$ cat src/rtl/pwm_frame_ctrl_pkg.sv
// Shared definitions for the SPI-fed PWM frame controller: FSM encoding,
// mode byte bit positions and legal parameter ranges.
package pwm_frame_ctrl_pkg;

    localparam int ST_W = 2;

    localparam logic [ST_W-1:0] ST_IDLE = 2'd0;
    localparam logic [ST_W-1:0] ST_MODE = 2'd1;
    localparam logic [ST_W-1:0] ST_DUTY = 2'd2;
    localparam logic [ST_W-1:0] ST_OVF  = 2'd3;

    localparam int MODE_INV = 0;
    localparam int MODE_OFF = 1;

    localparam int N_CH_MIN  = 1;
    localparam int N_CH_MAX  = 8;
    localparam int PWM_W_MIN = 4;
    localparam int PWM_W_MAX = 8;

endpackage

$ cat src/rtl/pwm_channel.sv
// One PWM output: compares the shared period counter with this channel's active duty.
// One clk latency (registered output); no flow control, always accepts.
module pwm_channel
    import pwm_frame_ctrl_pkg::*;
#(
    parameter int PWM_W = 8
) (
    input  logic              clk,
    input  logic              rst_n,
    input  logic [PWM_W-1:0]  cnt,
    input  logic [PWM_W-1:0]  duty,
    input  logic [MODE_OFF:0] mode_ctl,
    output logic              pwm
);

    logic raw;
    logic level;

    // Force-off is applied after inversion so an inverted channel still goes low.
    always_comb begin
        raw   = cnt < duty;
        level = mode_ctl[MODE_INV] ? !raw : raw;
        if (mode_ctl[MODE_OFF]) begin
            level = 1'b0;
        end
    end

    always_ff @(posedge clk or negedge rst_n) begin
        if (!rst_n) begin
            pwm <= 1'b0;
        end else begin
            pwm <= level;
        end
    end

endmodule

$ cat src/rtl/pwm_frame_ctrl.sv
// Decodes SPI frames (mode + N_CH duties) into a shadow set committed at period wrap.
// PWM outputs lag the counter by 1 clk; rx bytes are never stalled, excess bytes flag frame_err.
module pwm_frame_ctrl
    import pwm_frame_ctrl_pkg::*;
#(
    parameter int N_CH    = 4,
    parameter int PWM_W   = 8,
    parameter int PRESC_W = 4
) (
    input  logic               clk,
    input  logic               rst_n,
    input  logic               rx_valid,
    input  logic [7:0]         rx_data,
    input  logic               frame_start,
    input  logic [PRESC_W-1:0] presc_div,
    output logic [N_CH-1:0]    pwm_out,
    output logic [7:0]         mode,
    output logic [3:0]         byte_cnt,
    output logic               frame_done,
    output logic               frame_err
);

    localparam logic [PWM_W-1:0] CNT_MAX = PWM_W'((1 << PWM_W) - 2);

    logic [ST_W-1:0]    state;
    logic [PRESC_W-1:0] presc_cnt;
    logic [PWM_W-1:0]   cnt;
    logic               tick;
    logic               wrap;
    logic               accept;
    logic               mode_wr;
    logic               duty_wr;
    logic               frame_cmp;
    logic               pending;
    logic [PWM_W-1:0]   rx_duty;
    logic [7:0]         stg_mode;
    logic [7:0]         shd_mode;
    logic [PWM_W-1:0]   stg_duty [N_CH];
    logic [PWM_W-1:0]   shd_duty [N_CH];
    logic [PWM_W-1:0]   act_duty [N_CH];

    assign tick      = presc_cnt == presc_div;
    assign wrap      = tick && (cnt == CNT_MAX);
    assign accept    = rx_valid && !frame_start && (state != ST_IDLE);
    assign mode_wr   = accept && (state == ST_MODE);
    assign duty_wr   = accept && (state == ST_DUTY);
    assign frame_cmp = duty_wr && (byte_cnt == 4'(N_CH));
    assign rx_duty   = rx_data[7 -: PWM_W];

    always_ff @(posedge clk or negedge rst_n) begin
        if (!rst_n) begin
            state <= ST_IDLE;
        end else if (frame_start) begin
            state <= ST_MODE;
        end else if (mode_wr) begin
            state <= ST_DUTY;
        end else if (frame_cmp) begin
            state <= ST_OVF;
        end
    end

    always_ff @(posedge clk or negedge rst_n) begin
        if (!rst_n) begin
            byte_cnt   <= '0;
            frame_done <= 1'b0;
            frame_err  <= 1'b0;
        end else begin
            frame_done <= frame_cmp;
            if (frame_start) begin
                byte_cnt  <= '0;
                frame_err <= 1'b0;
            end else begin
                if (accept && (byte_cnt != 4'hF)) begin
                    byte_cnt <= byte_cnt + 4'd1;
                end
                if (accept && (state == ST_OVF)) begin
                    frame_err <= 1'b1;
                end
            end
        end
    end

    // A shrunken presc_div leaves presc_cnt above it; the counter then rolls over naturally.
    always_ff @(posedge clk or negedge rst_n) begin
        if (!rst_n) begin
            presc_cnt <= '0;
            cnt       <= '0;
        end else begin
            presc_cnt <= tick ? '0 : presc_cnt + PRESC_W'(1);
            if (tick) begin
                cnt <= (cnt == CNT_MAX) ? '0 : cnt + PWM_W'(1);
            end
        end
    end

    // Staging holds the frame in flight so an aborted frame never disturbs a pending shadow.
    always_ff @(posedge clk or negedge rst_n) begin
        if (!rst_n) begin
            stg_mode <= '0;
            for (int i = 0; i < N_CH; i++) begin
                stg_duty[i] <= '0;
            end
        end else begin
            if (mode_wr) begin
                stg_mode <= rx_data;
            end
            for (int i = 0; i < N_CH; i++) begin
                if (duty_wr && (byte_cnt == 4'(i + 1))) begin
                    stg_duty[i] <= rx_duty;
                end
            end
        end
    end

    always_ff @(posedge clk or negedge rst_n) begin
        if (!rst_n) begin
            shd_mode <= '0;
            pending  <= 1'b0;
            mode     <= '0;
            for (int i = 0; i < N_CH; i++) begin
                shd_duty[i] <= '0;
                act_duty[i] <= '0;
            end
        end else begin
            if (wrap && pending) begin
                mode <= shd_mode;
                for (int i = 0; i < N_CH; i++) begin
                    act_duty[i] <= shd_duty[i];
                end
            end
            // Completion on a wrap cycle keeps pending set, deferring the commit one period.
            if (frame_cmp) begin
                pending  <= 1'b1;
                shd_mode <= stg_mode;
                for (int i = 0; i < N_CH; i++) begin
                    shd_duty[i] <= (i == N_CH - 1) ? rx_duty : stg_duty[i];
                end
            end else if (wrap) begin
                pending <= 1'b0;
            end
        end
    end

    for (genvar g = 0; g < N_CH; g++) begin : g_ch
        pwm_channel #(
            .PWM_W (PWM_W)
        ) u_ch (
            .clk      (clk),
            .rst_n    (rst_n),
            .cnt      (cnt),
            .duty     (act_duty[g]),
            .mode_ctl (mode[MODE_OFF:0]),
            .pwm      (pwm_out[g])
        );
    end

endmodule
$ cat config.mk
export PLATFORM = sky130hd
export DESIGN_NAME = pwm_frame_ctrl
export DESIGN_NICKNAME = d
export VERILOG_FILES = /design/src/rtl/pwm_frame_ctrl_pkg.sv /design/src/rtl/pwm_channel.sv /design/src/rtl/pwm_frame_ctrl.sv
export SDC_FILE = /design/constraint.sdc
export NUM_CORES = 1
export LEC_CHECK = 0
export BUFFER_PORTS_ARGS = -buffer_cell sky130_fd_sc_hd__buf_4
export CAP_MARGIN = 15
export CORE_MARGIN = 4
export CORE_UTILIZATION = 40
export DETAILED_ROUTE_END_ITERATION = 16
export GPL_TIMING_DRIVEN = 0
export HOLD_SLACK_MARGIN = 0.15
export PLACE_DENSITY = 0.7
export SYNTH_ARGS = -nofsm -noshare
export SYNTH_HDL_FRONTEND = slang
export SYNTH_SLANG_ARGS = --single-unit
$ cat constraint.sdc
create_clock -name clk -period 1.8 [get_ports clk]
set_input_delay 0.18 -clock clk [delete_from_list [all_inputs] [get_ports clk]]
set_output_delay 0.18 -clock clk [all_outputs]
set_load 0.05 [all_outputs]
==> impl_metrics.ini <==
[timing]
finClkSkew_ns = 0.00667
max_freq_mhz = 549
hold_viol = 0
tightest_slew_ns = 0.570
rsz0062_at_grt = yes
setup_ws_ns = -0.0213
finalSetupViolations = 40
final.period_utilization_pct = 101
drv_slew = 0
slew_headroom_pct = 62.0
period_needed_ns = 1.82

[global_routing]
first_global_vias = 4096
grtUsageMet2_pct = 23.9
antenna_found_initial = 0
use_met1_pct = 17.7
grt_pass1_wl_mm = 20.4
track_usage_pct = 14.6
grt_util_met3_pct = 4.88
overflow = 0
grt_max_degree = 107
grt_busiest_layer = met2

[finish]
diodes = 0
fin_cells = 770
drive_above_1_share_pct = 41.1
syn_to_final_growth_pct = 23.6
postLayoutCellArea_um2 = 7840
num-nets-final = 597

[synthesis]
synth_common_cells = dfrtp_1, mux2_2, mux2_4
synth.yosys.seq_area_share_pct = 54.1
synth_nets = 523
synth_cell_types = 35
yosysMostFrequentCell = dfrtp_1
synthCells = 472
netlist_area_um2 = 6340
synth_top_cell_area_share_pct = 54.1
yosys.area.top_type = dfrtp_1
synth-edff-count = 0
synth-warning-count = 0
async_flop_share_pct = 100
synthTopCellsByArea = dfrtp_1, mux2_2, mux2_4
ys_ff_latch = 137
synth.avg_cell_area_um2 = 13.4
synth-main-ff-cell = dfrtp_1

[clock_tree]
cts_tree = yes
clock_path_buffers = 2
cts_max_level = 4
cts-root-buf = clkbuf_16
clkLatencyLatePin_ns = 0.42
cts_inserted_buffers = 17
numClockSinks = 137
clk_pin_slew_ns = 0.06

[worst_setup_path]
cp_max_fo = 10
cp.arrival_ns = 2.12
end_kind = flop
slowest_delay_ns = 0.39
path_cells = clkbuf_8 -> inv_4 -> ha_4 -> nand3_4 -> nor3_4 -> nand3_4 -> buf_8 -> mux2_4
worst_path_max_delay_cell = dfrtp_1
critPathRequiredTime_ns = 2.10
cp-start-kind = flop
critPathKind = flop to flop
crit_top_cell = nand3_4

[hold_path]
hp-class = input port to asynchronous set/reset pin

[place]
hpwl_mm = 8.41
dpl_cell_area_um2 = 6940
place_congestion = 0.785
port_buffers = 32
dp.cells = 716

[floorplanning]
dieArea_um2 = 17900
ios = 34
core_area_um2 = 15400
die_x_um = 134
die_h_um = 134
initial_utilization_pct = 41.3
row_count = 45

[pwr]
p_leak_nw = 3.94
total_power_mw = 8.66
powerDensity_nw_per_um2 = 1100
vdd_drop_max_uv = 743

[job]
drv_cap = 0

[drt]
firstDrtPassIters = 4
vias = 3848
viasPerCell = 5.00
wl_per_cell_um = 16.0
antenna_left = 0
route.detailed.drc = 0
first_iter_violations = 201
wl_mm = 12.4

[run_status]
status = complete, but fails checks
violations = setup timing
state kept, by name (all words and copies together), names as in the netlist:
| name | cells |
|---|---|
| act_duty | 32 |
| cnt | 8 |
| byte_cnt | 4 |
| state | 2 |
| mode | 8 |
| frame_err | 1 |
| pending | 1 |
| frame_done | 1 |
| shd_mode | 8 |
| stg_mode | 8 |
| g_ch.u_ch.pwm | 4 |
| presc_cnt | 4 |
| stg_duty | 24 |
| shd_duty | 32 |
worst max-delay path: cells and delay by family (launching register included):
kind                     cells  cell delay, ns
adder cells (fa/ha/maj)      1            0.14
buffers and inverters        3            0.43
flip-flops                   1            0.39
multiplexers                 1            0.30
AND/OR/NAND/NOR              3            0.44
worst paths after layout:
kind | from | to | slack, ns | depth (start not counted)
setup / recovery | cnt[0] | mode[5] | -0.02 | 8
hold / removal | rst_n | shd_mode[2] | 0.21 | 2
setup reg to reg | cnt[0] | mode[5] | -0.02 | 8
hold reg to reg | shd_duty[4] | act_duty[4] | 0.49 | 1
max in group asynchronous | rst_n | cnt[6] | 0.74 | 3
min in group clk | presc_div[0] | presc_cnt[1] | 0.33 | 5
per-stage QoR:
stage	setup TNS, ns	util (%)	hold slack, ns	setup WS [ns]
floorplan	-2.30	-	-0.116	-0.0574
global placement	-11.73	44.9	0.453	-0.283
detailed placement	-14.83	45.1	0.0847	-0.337
CTS	-0.805	50.3	0.194	-0.0312
global route	-3.36	51.0	0.238	-0.0986
finish	-0.429	51.0	0.214	-0.0213
per-layer routing:
| metal | vias to the layer above | share of wire [%] |
|---|---|---|
| met5 | - | 0 |
| met4 | 0 | 2.3 |
| met1 | 1938 | 45 |
| met3 | 27 | 3.4 |
| li1 | 1817 | - |
| met2 | 66 | 50 |
report_power, final:
| group | total [mW] | internal [mW] | switching, mW |
|---|---|---|---|
| clock | 3.47 | 2.20 | 1.27 |
| combinational | 1.66 | 0.770 | 0.890 |
| sequential | 3.53 | 3.32 | 0.208 |
layout make-up:
cell class                 instances  area [µm²]
buffer                            18         156
clock buffer                      20         447
clock inverter                    12         150
fill                            1248        7530
inverter                          33         126
multi-input combinational        284        2790
sequential                       137        3440
tap                              211         264
timing repair buffer              55         469
logic make-up (layout without fill, tap and decap cells):
logic type	count (synthesis)	count (layout)	share of synthesized area, %
fa+ha+maj	35	35	6.91
buf+inv	51	138	3.83
simple gates	79	79	6.33
flops	137	137	54.1
compound gates	43	43	4.36
mux	119	119	23.4
xor+xnor	8	8	1.11
repair_timing:
item | in CTS | in global routing
gates resized for setup | 9 | 26
endpoints found under the hold margin | 183 | 0
hold buffers | 13 | 0
endpoints found under the setup margin | 55 | 120
buffers inserted | 7 | 2
pin swaps | 3 | 1
layout by cell type, fill, tap and decap left out, types with 7 or more instances in the layout:
cell           synthesis  routed
a21oi_1                9       8
buf_4                  4      47
clkbuf_16              0      17
dfrtp_1              137     131
dlygate4sd3_1          0      13
ha_1                  35      34
inv_1                 33      32
mux2_2                74      74
mux2_4                40      40
nand2_1               20      17
nor2_1                24      24
o211ai_1               8       8
o21ai_0               11      11
xor2_1                 7       7
Power figures use the tool's default switching activity.
